==> config.mk <==
export PLATFORM = sky130hd
export DESIGN_NAME = mant_mul_sched
export DESIGN_NICKNAME = d
export VERILOG_FILES = /design/src/rtl/fpu_pkg.sv /design/src/rtl/rr_arb2.sv /design/src/rtl/mant_mul_sched.sv
export SDC_FILE = /design/constraint.sdc
export NUM_CORES = 1
export LEC_CHECK = 0
export CAP_MARGIN = 20
export CORE_ASPECT_RATIO = 0.9
export CORE_MARGIN = 4
export CORE_UTILIZATION = 39
export CTS_CLUSTER_SIZE = 16
export DETAILED_ROUTE_END_ITERATION = 7
export GPL_ROUTABILITY_DRIVEN = 0
export GPL_TIMING_DRIVEN = 0
export PLACE_DENSITY = 0.81
export SYNTH_ARGS = -nofsm -noshare
export SYNTH_HDL_FRONTEND = slang
export SYNTH_SLANG_ARGS = --single-unit
==> constraint.sdc <==
create_clock -name clk -period 2.1 [get_ports clk]
set_clock_uncertainty 0.2 [all_clocks]
set_input_delay 0.21 -clock clk [delete_from_list [all_inputs] [get_ports clk]]
set_output_delay 0.21 -clock clk [all_outputs]
set_load 0.02 [all_outputs]
==> src/rtl/fpu_pkg.sv <==
// Shared FPU definitions: scheduler states, default mantissa width and requester ids.
package fpu_pkg;

  localparam int MANT_W = 24;

  localparam logic REQ_FMUL = 1'b0;
  localparam logic REQ_ITER = 1'b1;

  typedef enum logic [1:0] {
    IDLE = 2'd0,
    LOAD = 2'd1,
    RUN  = 2'd2,
    RESP = 2'd3
  } sched_state_t;

endpackage

==> src/rtl/rr_arb2.sv <==
// Two-way round-robin arbiter: purely combinational grant from request valids and last winner.
module rr_arb2
  import fpu_pkg::*;
(
  input  logic [1:0] valid,
  input  logic       last_grant,
  output logic [1:0] grant,
  output logic       grant_id
);

  // NOTE: every output of a combinational block is given a default first, so no path leaves a latch.
  always_comb begin
    grant    = 2'b00;
    grant_id = REQ_FMUL;
    unique case (valid)
      2'b01: grant_id = REQ_FMUL;
      2'b10: grant_id = REQ_ITER;
      2'b11: grant_id = (last_grant == REQ_FMUL) ? REQ_ITER : REQ_FMUL;
      default: grant_id = REQ_FMUL;
    endcase
    if (valid != 2'b00) grant = grant_id ? 2'b10 : 2'b01;
  end

endmodule

==> src/rtl/mant_mul_sched.sv <==
// Shares one iterative mantissa multiplier core between the FMUL and FMA/divide-iteration
// requesters: round-robin accept, core load pulse, watchdog-guarded run, valid/ready response.
module mant_mul_sched
  import fpu_pkg::*;
#(
  parameter int N       = MANT_W,
  parameter int TIMEOUT = 16
) (
  input  logic             clk,
  input  logic             rstn,
  input  logic [1:0]       req_valid,
  output logic [1:0]       req_ready,
  input  logic [N-1:0]     req_a0,
  input  logic [N-1:0]     req_b0,
  input  logic [N-1:0]     req_a1,
  input  logic [N-1:0]     req_b1,
  output logic             core_load,
  output logic [N-1:0]     core_a,
  output logic [N-1:0]     core_b,
  input  logic             core_done,
  input  logic [2*N-1:0]   core_prod,
  output logic             rsp_valid,
  input  logic             rsp_ready,
  output logic             rsp_id,
  output logic [2*N-1:0]   rsp_prod,
  output logic             rsp_err,
  output logic             busy
);

  localparam int              WD_W    = $clog2(TIMEOUT + 1);
  localparam logic [WD_W-1:0] WD_LAST = WD_W'(TIMEOUT - 1);

  sched_state_t    state, state_next;
  logic            last_grant;
  logic [WD_W-1:0] watchdog;
  logic [1:0]      grant;
  logic            grant_id;
  logic            accept;

  rr_arb2 u_arb (
    .valid      (req_valid),
    .last_grant (last_grant),
    .grant      (grant),
    .grant_id   (grant_id)
  );

  // Only IDLE may accept, so a response never blocks on rsp_ready through req_ready.
  assign req_ready = (state == IDLE) ? grant : 2'b00;
  assign accept    = |req_ready;

  assign core_load = (state == LOAD);
  assign rsp_valid = (state == RESP);
  assign busy      = (state != IDLE);

  always_comb begin
    state_next = state;
    unique case (state)
      IDLE: if (accept) state_next = LOAD;
      LOAD: state_next = RUN;
      RUN:  if (core_done || watchdog == WD_LAST) state_next = RESP;
      RESP: if (rsp_ready) state_next = IDLE;
      default: state_next = IDLE;
    endcase
  end

  // NOTE: sequential state uses non-blocking assignments so every register samples pre-edge values.
  always_ff @(posedge clk or negedge rstn) begin
    if (!rstn) state <= IDLE;
    else       state <= state_next;
  end

  // Last grant resets to the iteration port so the FMUL port wins the first contested cycle.
  always_ff @(posedge clk or negedge rstn) begin
    if (!rstn) begin
      last_grant <= REQ_ITER;
      watchdog   <= '0;
      core_a     <= '0;
      core_b     <= '0;
      rsp_id     <= REQ_FMUL;
      rsp_prod   <= '0;
      rsp_err    <= 1'b0;
    end else begin
      unique case (state)
        IDLE: begin
          if (accept) begin
            core_a     <= grant_id ? req_a1 : req_a0;
            core_b     <= grant_id ? req_b1 : req_b0;
            rsp_id     <= grant_id;
            last_grant <= grant_id;
          end
        end
        LOAD: watchdog <= '0;
        RUN: begin
          watchdog <= watchdog + 1'b1;
          // A completion on the expiry cycle still counts as a good result.
          if (core_done) begin
            rsp_prod <= core_prod;
            rsp_err  <= 1'b0;
          end else if (watchdog == WD_LAST) begin
            rsp_prod <= '0;
            rsp_err  <= 1'b1;
          end
        end
        default: ;
      endcase
    end
  end

endmodule

==> impl_metrics.xml, run 1 <==
<?xml version="1.0" encoding="UTF-8"?>
<metrics>
  <group name="placement">
    <metric name="placement.setup.worst_slack" unit="ns">-0.2797</metric>
    <metric name="port_buffers" unit="">252</metric>
    <metric name="dpl.hpwl" unit="mm">11.44</metric>
  </group>
  <group name="drt">
    <metric name="route.vias.total" unit="">3940</metric>
    <metric name="wirelength_per_cell" unit="µm">18.16</metric>
    <metric name="drt-vias-per-instance" unit="">4.950</metric>
    <metric name="remaining_drc_errors" unit="">0</metric>
    <metric name="antenna_violating_nets_post_route" unit="">0</metric>
    <metric name="drt-initial-drc-count" unit="">185</metric>
    <metric name="wl" unit="mm">14.45</metric>
    <metric name="detail_route.first_pass.iterations" unit="">4</metric>
  </group>
  <group name="clock_network">
    <metric name="clk_root_buffer_cell" unit="">clkbuf_16</metric>
    <metric name="cts_setup_buffers" unit="">0</metric>
    <metric name="clkSlewWorstSetupHoldPaths" unit="ns">0.07</metric>
    <metric name="total_clock_buffers_created_by_cts" unit="">9</metric>
    <metric name="worstSkewPairLatency" unit="ns">0.33</metric>
    <metric name="htree_num_levels" unit="">3</metric>
    <metric name="cts_num_sinks" unit="">106</metric>
    <metric name="max-clock-path-buffers" unit="">2</metric>
    <metric name="tritoncts" unit="">yes</metric>
  </group>
  <group name="final_layout">
    <metric name="layout_commonest_cell" unit="">clkdlybuf4s50_1</metric>
    <metric name="layout-area-overhead-vs-synth" unit="%">67.54</metric>
    <metric name="area_of_combinational_cells_with_multiple_inputs" unit="µm²">1629</metric>
    <metric name="post_route_cells_drive_above_1_share" unit="">0.06843</metric>
    <metric name="fillerInstances" unit="">819</metric>
    <metric name="design.final.nets" unit="">794</metric>
    <metric name="highest_count_cells_in_the_layout_ignoring_fill_and_taps" unit="">247 x clkdlybuf4s50_1, 105 x dfrtp_1, 51 x nand2_1</metric>
    <metric name="ff_latch_area" unit="µm²">2654</metric>
  </group>
  <group name="grt">
    <metric name="global_route.usage.total" unit="">0.2141</metric>
    <metric name="grt_overflow_total" unit="">0</metric>
    <metric name="antenna_found_initial" unit="">1</metric>
    <metric name="first_global_vias" unit="">4297</metric>
    <metric name="grt_max_degree" unit="">56</metric>
    <metric name="grt_pass1_wl" unit="mm">22.59</metric>
  </group>
  <group name="status">
    <metric name="outcome" unit="">complete, no violations</metric>
  </group>
  <group name="floorplan">
    <metric name="die-area" unit="µm²">13330</metric>
    <metric name="io_pins" unit="">253</metric>
    <metric name="fp.dieH" unit="µm">109.9</metric>
    <metric name="die_width" unit="µm">121.3</metric>
    <metric name="placeableCoreArea" unit="µm²">11040</metric>
    <metric name="placement_rows" unit="">36</metric>
    <metric name="initial_utilization" unit="">0.4079</metric>
  </group>
  <group name="critical_path">
    <metric name="worst_ep_arrival_time" unit="ns">1.59</metric>
    <metric name="max_fo_critical_path" unit="">5</metric>
    <metric name="worstSetupStartpointType" unit="">flop</metric>
    <metric name="timing.critical_path.to_type" unit="">output pin</metric>
    <metric name="cp_data_required_time" unit="ns">1.69</metric>
    <metric name="timing.setup.critical_path_class" unit="">flop to output pin</metric>
  </group>
  <group name="power">
    <metric name="power_density" unit="nW/µm²">1432</metric>
    <metric name="vdd_ir_drop_max" unit="V">0.0007048</metric>
    <metric name="static-leakage-power" unit="nW">3.404</metric>
  </group>
  <group name="sta">
    <metric name="hold_ws" unit="ns">0.2659</metric>
    <metric name="max_slew.worst_pin.slew" unit="ns">0.7351</metric>
    <metric name="fin_crit" unit="ns">2.001</metric>
    <metric name="finalSetupViolations" unit="">0</metric>
    <metric name="postLayoutSetupSlackWorst" unit="ns">0.09897</metric>
    <metric name="slew_headroom" unit="">0.5099</metric>
    <metric name="slew_viol_final" unit="">0</metric>
    <metric name="clock.fmax" unit="MHz">499.7</metric>
    <metric name="finalHoldViolCount" unit="">0</metric>
    <metric name="period_share" unit="">0.9529</metric>
  </group>
  <group name="synthesis">
    <metric name="part_of_the_yosys_area_used_for_sequential_elements" unit="">0.5895</metric>
    <metric name="mappedNetlistArea" unit="µm²">4502</metric>
    <metric name="post_synth_fa_ha_maj_area_fraction" unit="">0.01668</metric>
    <metric name="mappedNetlistNets" unit="">531</metric>
    <metric name="complex_gate_fraction_of_the_synthesized_area" unit="">0.1670</metric>
    <metric name="synthXorXnorAreaFrac" unit="">0</metric>
    <metric name="ys_top_cells_by_area" unit="">dfrtp_1 58%, mux2i_1 11%, a22o_1 9.3%, o21ai_1 5.3%, nand2_1 4.3%</metric>
    <metric name="main_combinational_cell_family_by_area_after_synthesis" unit="">compound AO/OA/AOI/OAI gates</metric>
    <metric name="synth.mux.area_fraction" unit="">0.1112</metric>
    <metric name="portion_of_synthesized_cell_area_occupied_by_the_leading_cell_type" unit="">0.5837</metric>
    <metric name="syn-instance-count" unit="">375</metric>
    <metric name="yosys_warnings" unit="">0</metric>
    <metric name="synth.avg_cell_area" unit="µm²">12.00</metric>
    <metric name="number_of_different_library_cells_in_the_post_synthesis_netlist" unit="">30</metric>
    <metric name="post_synthesis_register_bit_count" unit="">106</metric>
    <metric name="netlist.top_cell.by_area" unit="">dfrtp_1</metric>
    <metric name="simple_gate_share_of_the_synthesized_area" unit="">0.06059</metric>
  </group>
  <group name="min_path">
    <metric name="hp-class" unit="">input pin to flop</metric>
  </group>
  <group name="flow_run">
    <metric name="max_capacitance_violation_count" unit="">0</metric>
  </group>
</metrics>
## synthesized netlist by cell type
cell type	n
buf_2	11
inv_1	9
nand3b_1	1
buf_1	3
mux2i_1	50
o221ai_1	1
buf_12	4
nand3_1	5
ha_1	6
nand2b_1	1
buf_4	2
o21ai_0	5
a221oi_1	1
o22ai_1	1
and3_1	1
nor2_1	3
nor2b_1	3
dfstp_2	1
and2_1	1
dfrtp_1	105
buf_8	1
nand2_1	51
a21oi_1	1
buf_6	1
o32a_1	1
a21bo_1	1
clkbuf_1	7
o21ai_2	2
a22o_1	48
o21ai_1	48
## layer usage
layer  global-route usage  part of all wire  vias to the layer above
li1                     -                 -                     1862
met3              0.05658             0.072                       19
met2               0.3856              0.52                      155
met1               0.2539              0.40                     1904
met5                    0                 0                        -
met4              0.06080             0.015                        0
## cell type report
type | count | share of cell area
clock buffers | 10 | 0.03036
inverters | 9 | 0.004479
flip-flops and latches | 106 | 0.3519
diodes | 1 | 0.0003318
well taps | 152 | 0.02522
plain buffers | 27 | 0.02654
clock inverters | 6 | 0.006636
repair buffers | 254 | 0.3386
multi-input cells | 231 | 0.2160
## registers in the layout (all words and copies together), names as in the netlist
name / cells
rsp_prod: 48
core_a: 24
core_b: 24
watchdog: 5
state: 2
last_grant: 1
rsp_err: 1
rsp_id: 1
## worst max-delay path, cell delays in order, from the launching register on
cell	delay [ns]
dfrtp_1	0.42
inv_1	0.14
ha_4	0.19
inv_1	0.09
nor2_1	0.11
clkdlybuf4s15_1	0.31
## worst paths after layout
check	slack, ns	start	depth (start not counted)	to
worst max-delay path	0.1	state[0]$_DFFE_PN0P_	5	req_ready[1]
worst min register to register	0.29	core_b[14]$_DFFE_PN0P_	2	core_b[14]$_DFFE_PN0P_
worst min-delay path	0.27	core_prod[25]	2	rsp_prod[25]$_DFFE_PN0P_
max in group asynchronous	0.69	rstn	3	core_b[22]$_DFFE_PN0P_
min in group asynchronous	0.29	rstn	2	rsp_prod[21]$_DFFE_PN0P_
worst max register to register	0.1	watchdog[0]$_DFFE_PN0P_	6	rsp_prod[39]$_DFFE_PN0P_
## power breakdown
group          switching (mW)  internal [mW]
clock network           0.774          0.823
logic                    2.91           2.77
registers               0.523           2.99
total                    4.21           6.59
## timing repair
action	CTS	global route
cloned	0	0
setup endpoints to repair	43	4
hold endpoints to repair	53	0
gates resized for setup	11	6
hold buffers	1	0
## through the flow
step	power, mW	util	instance area [µm²]	cells	setup TNS [ns]
6_report	10.80	0.6834	7542	796	0
3_3_place_gp	9.045	0.6537	7214	779	-353.88
5_1_grt	11.45	0.6834	7542	796	-0.01296
4_1_cts	10.87	0.6817	7523	795	0
2_1_floorplan	6.430	-	4502	375	0
3_5_place_dp	9.243	0.6560	7239	780	-2.968
## cells by family (layout without fill, tap and decap cells)
kind of cell	Yosys count	in the layout
and+or+nand+nor	66	66
DFF	106	106
other	0	1
buffers and inverters	38	306
adders and majority gates	6	6
AOI/OAI and AO/OA	109	109
muxes	50	50
(Power assumes the default switching activity.)
==> run 2: changes to the inputs <==
--- a/config.mk
+++ b/config.mk
@@ -5,6 +5,7 @@
 export SDC_FILE = /design/constraint.sdc
 export NUM_CORES = 1
 export LEC_CHECK = 0
+export ABC_CLOCK_PERIOD_IN_PS = 2100
 export CAP_MARGIN = 20
 export CORE_ASPECT_RATIO = 0.9
 export CORE_MARGIN = 4
@@ -16,4 +17,5 @@
 export PLACE_DENSITY = 0.81
 export SYNTH_ARGS = -nofsm -noshare
 export SYNTH_HDL_FRONTEND = slang
+export SYNTH_HIERARCHICAL = 1
 export SYNTH_SLANG_ARGS = --single-unit
==> run 2 against run 1 <==
  * Sequential cell count unchanged
  * Sequential share of layout area decreased by 0.24 points
  * Fmax is 0.93% lower
  * Critical path type unchanged
  * Via count grew 0.71%
  * Cell count rose by 0.63%
  * Cell area increased by 0.68%
==> impl_metrics.xml, run 2 <==
<?xml version="1.0" encoding="UTF-8"?>
<metrics>
  <group name="status">
    <metric name="outcome" unit="">complete, no violations</metric>
  </group>
  <group name="placement">
    <metric name="dpl.hpwl" unit="mm">11.34</metric>
    <metric name="port_buffers" unit="">252</metric>
    <metric name="postPlaceCellArea" unit="µm²">7241</metric>
  </group>
  <group name="floorplan">
    <metric name="io_pins" unit="">253</metric>
    <metric name="die-area" unit="µm²">13330</metric>
    <metric name="placeableCoreArea" unit="µm²">11040</metric>
    <metric name="fp.dieH" unit="µm">109.9</metric>
    <metric name="placement_rows" unit="">36</metric>
    <metric name="initial_utilization" unit="">0.4080</metric>
    <metric name="die_width" unit="µm">121.3</metric>
  </group>
  <group name="critical_path">
    <metric name="path_cells" unit="">inv_1 &gt; a21boi_4 &gt; and2_1 &gt; clkdlybuf4s15_2</metric>
    <metric name="timing.critical_path.to_type" unit="">output pin</metric>
    <metric name="worstSetupStartpointType" unit="">flop</metric>
    <metric name="max_stage_delay" unit="ns">0.56</metric>
    <metric name="worst_ep_arrival_time" unit="ns">1.61</metric>
    <metric name="slowest_stage" unit="">dfstp_2</metric>
    <metric name="max_fo_critical_path" unit="">4</metric>
    <metric name="cp_data_required_time" unit="ns">1.69</metric>
    <metric name="timing.setup.critical_path_class" unit="">flop to output pin</metric>
  </group>
  <group name="final_layout">
    <metric name="layout-area-overhead-vs-synth" unit="%">68.63</metric>
    <metric name="fillerInstances" unit="">883</metric>
    <metric name="largest_reg_flops" unit="">48</metric>
    <metric name="fin_area" unit="µm²">7594</metric>
    <metric name="layout.core_utilization" unit="">0.6881</metric>
    <metric name="layout_top_registers" unit="">rsp_prod x48, core_a x24, core_b x24</metric>
    <metric name="post_route_cells_drive_above_1_share" unit="">0.07550</metric>
    <metric name="highest_count_cells_in_the_layout_ignoring_fill_and_taps" unit="">247 x clkdlybuf4s50_1, 105 x dfrtp_1, 53 x nand2_1</metric>
    <metric name="layout_commonest_cell" unit="">clkdlybuf4s50_1</metric>
    <metric name="design.final.nets" unit="">802</metric>
    <metric name="antennaDiodeCount" unit="">0</metric>
    <metric name="largest-register" unit="">rsp_prod</metric>
  </group>
  <group name="sta">
    <metric name="slew_viol_final" unit="">0</metric>
    <metric name="fin_crit" unit="ns">2.020</metric>
    <metric name="max_slew.worst_pin.slew" unit="ns">0.7613</metric>
    <metric name="period_share" unit="">0.9618</metric>
    <metric name="clock.fmax" unit="MHz">495.1</metric>
    <metric name="rsz0062_at_grt" unit="">true</metric>
    <metric name="slew_headroom" unit="">0.4925</metric>
    <metric name="totalNegativeSetupSlack" unit="ns">0</metric>
    <metric name="finalSetupViolations" unit="">0</metric>
    <metric name="finalHoldViolCount" unit="">0</metric>
  </group>
  <group name="synthesis">
    <metric name="synth-async-reset-ratio" unit="">1.000</metric>
    <metric name="syn-instance-count" unit="">378</metric>
    <metric name="part_of_the_yosys_area_used_for_sequential_elements" unit="">0.5893</metric>
    <metric name="synth_common_cells" unit="">105 x dfrtp_1, 53 x nand2_1, 50 x mux2i_1</metric>
    <metric name="yosys_warnings" unit="">6</metric>
    <metric name="portion_of_synthesized_cell_area_occupied_by_the_leading_cell_type" unit="">0.5835</metric>
    <metric name="synth.most_common_cell" unit="">dfrtp_1</metric>
    <metric name="number_of_different_library_cells_in_the_post_synthesis_netlist" unit="">31</metric>
    <metric name="synth-edff-count" unit="">0</metric>
    <metric name="mappedNetlistArea" unit="µm²">4503</metric>
    <metric name="mappedNetlistNets" unit="">535</metric>
    <metric name="yosys_most_used_dff" unit="">dfrtp_1</metric>
    <metric name="post_synthesis_register_bit_count" unit="">106</metric>
    <metric name="netlist.top_cell.by_area" unit="">dfrtp_1</metric>
    <metric name="synth.avg_cell_area" unit="µm²">11.91</metric>
    <metric name="ys_top_cells_by_area" unit="">dfrtp_1 58%, mux2i_1 11%, a22o_1 9.3%, nand2_1 4.4%, o21ai_0 3.8%</metric>
  </group>
  <group name="drt">
    <metric name="remaining_drc_errors" unit="">0</metric>
    <metric name="detail_route.first_pass.iterations" unit="">4</metric>
    <metric name="wirelength_per_cell" unit="µm">17.85</metric>
    <metric name="route.vias.total" unit="">3968</metric>
    <metric name="drt-initial-drc-count" unit="">217</metric>
    <metric name="antenna_violating_nets_post_route" unit="">0</metric>
    <metric name="drt-vias-per-instance" unit="">4.954</metric>
    <metric name="wl" unit="mm">14.30</metric>
  </group>
  <group name="grt">
    <metric name="grt_overflow_total" unit="">0</metric>
    <metric name="antenna_found_initial" unit="">0</metric>
    <metric name="grt_pass1_wl" unit="mm">21.85</metric>
    <metric name="first_global_vias" unit="">4194</metric>
    <metric name="global_route.usage.total" unit="">0.2100</metric>
    <metric name="grt_max_degree" unit="">58</metric>
  </group>
  <group name="clock_network">
    <metric name="clkSlewWorstSetupHoldPaths" unit="ns">0.08</metric>
    <metric name="clk_root_buffer_cell" unit="">clkbuf_16</metric>
    <metric name="cts_num_sinks" unit="">106</metric>
    <metric name="tritoncts" unit="">yes</metric>
    <metric name="worstSkewPairLatency" unit="ns">0.33</metric>
    <metric name="max-clock-path-buffers" unit="">2</metric>
    <metric name="htree_num_levels" unit="">3</metric>
    <metric name="total_clock_buffers_created_by_cts" unit="">9</metric>
  </group>
  <group name="flow_run">
    <metric name="max_capacitance_violation_count" unit="">0</metric>
  </group>
  <group name="power">
    <metric name="combPwrFrac" unit="">0.526</metric>
    <metric name="power_density" unit="nW/µm²">1406</metric>
    <metric name="cell_internal_power" unit="mW">6.551</metric>
    <metric name="pwr-share-clk" unit="">0.147</metric>
    <metric name="static-leakage-power" unit="nW">3.378</metric>
    <metric name="vdd_ir_drop_max" unit="V">0.0007459</metric>
    <metric name="power.net_switching" unit="mW">4.128</metric>
    <metric name="power.sequential.fraction" unit="">0.327</metric>
    <metric name="power.share.switching" unit="">0.3866</metric>
  </group>
  <group name="min_path">
    <metric name="hp-class" unit="">input pin to flop</metric>
  </group>
</metrics>
## run 2: changes by cell type after synthesis, sizes merged, moves of 2 or more
cell | before | now
a21boi | 0 | 3
and2 | 1 | 3
buf | 22 | 20
nand2 | 51 | 53
nand3 | 5 | 3
## run 2: layer usage
| metal | up-vias | GRT usage | wire, µm |
|---|---|---|---|
| met2 | 153 | 0.3792 | 7389 |
| met4 | 0 | 0.05280 | 197 |
| met1 | 1920 | 0.2504 | 5698 |
| met5 | - | 0 | 0 |
| met3 | 16 | 0.05658 | 1011 |
| li1 | 1879 | - | - |
## run 2: worst paths after layout
check,cells past startpoint,slack [ns],from,to
worst max-delay path,4,0.08,last_grant$_DFFE_PN1P_,req_ready[0]
worst min-delay path,2,0.26,core_prod[6],rsp_prod[6]$_DFFE_PN0P_
worst max register to register,7,0.10,watchdog[0]$_DFFE_PN0P_,rsp_prod[42]$_DFFE_PN0P_
worst min register to register,2,0.28,core_a[21]$_DFFE_PN0P_,core_a[21]$_DFFE_PN0P_
max in group asynchronous,3,0.68,rstn,last_grant$_DFFE_PN1P_
min in group asynchronous,2,0.29,rstn,core_b[16]$_DFFE_PN0P_
## run 2: kinds of logic (layout without fill, tap and decap cells)
logic type,after synthesis,in the layout,share of synthesized area
flops,106,106,0.5893
fa+ha+maj,7,7,0.01945
simple gates,68,68,0.06307
compound gates,111,111,0.1728
mux,50,50,0.1111
buf+inv,36,307,0.04418
## run 2: cell type report
| class | count | area (µm²) | share of cell area |
|---|---|---|---|
| sequential | 106 | 2654 | 0.3495 |
| inverter | 8 | 30.03 | 0.003955 |
| timing repair buffer | 256 | 2575 | 0.3391 |
| multi-input combinational | 236 | 1685 | 0.2219 |
| clock buffer | 9 | 225.2 | 0.02966 |
| buffer | 28 | 182.7 | 0.02406 |
| clock inverter | 6 | 51.30 | 0.006756 |
| tap | 152 | 190.2 | 0.02505 |
## run 2: metrics by stage
step | hold WS, ns | worst slack, ns | total power [mW] | instances
2_1_floorplan | -0.2856 | 0.2367 | 6.299 | 378
3_3_place_gp | 0.2580 | -3.276 | 8.906 | 782
3_5_place_dp | 0.1217 | -0.3693 | 9.083 | 783
4_1_cts | 0.2508 | 0.01237 | 10.71 | 799
5_1_grt | 0.2555 | -0.007288 | 11.30 | 801
6_report | 0.2588 | 0.08018 | 10.68 | 801
## run 2: timing repair
item	CTS	global route
pin swaps	0	1
endpoints found under the hold margin	56	0
setup buffers	0	2
cloned	0	0
hold buffers	1	0
setup endpoints to repair	43	13
gates resized for setup	13	7
## run 2: critical path, delay by kind of cell, from the launching register on
family          cells  cell delay [ns]
compound gates      1             0.21
buf+inv             2             0.35
flops               1             0.56
simple gates        1             0.16
## run 2: power groups by stage
stage | clock network, mW | logic, mW | registers, mW
floorplan | 0 | 1.74 | 4.56
global route | 1.70 | 5.99 | 3.60
CTS | 1.61 | 5.61 | 3.49
detailed placement | 0 | 5.57 | 3.51
global placement | 0 | 5.43 | 3.48
finish | 1.57 | 5.61 | 3.49
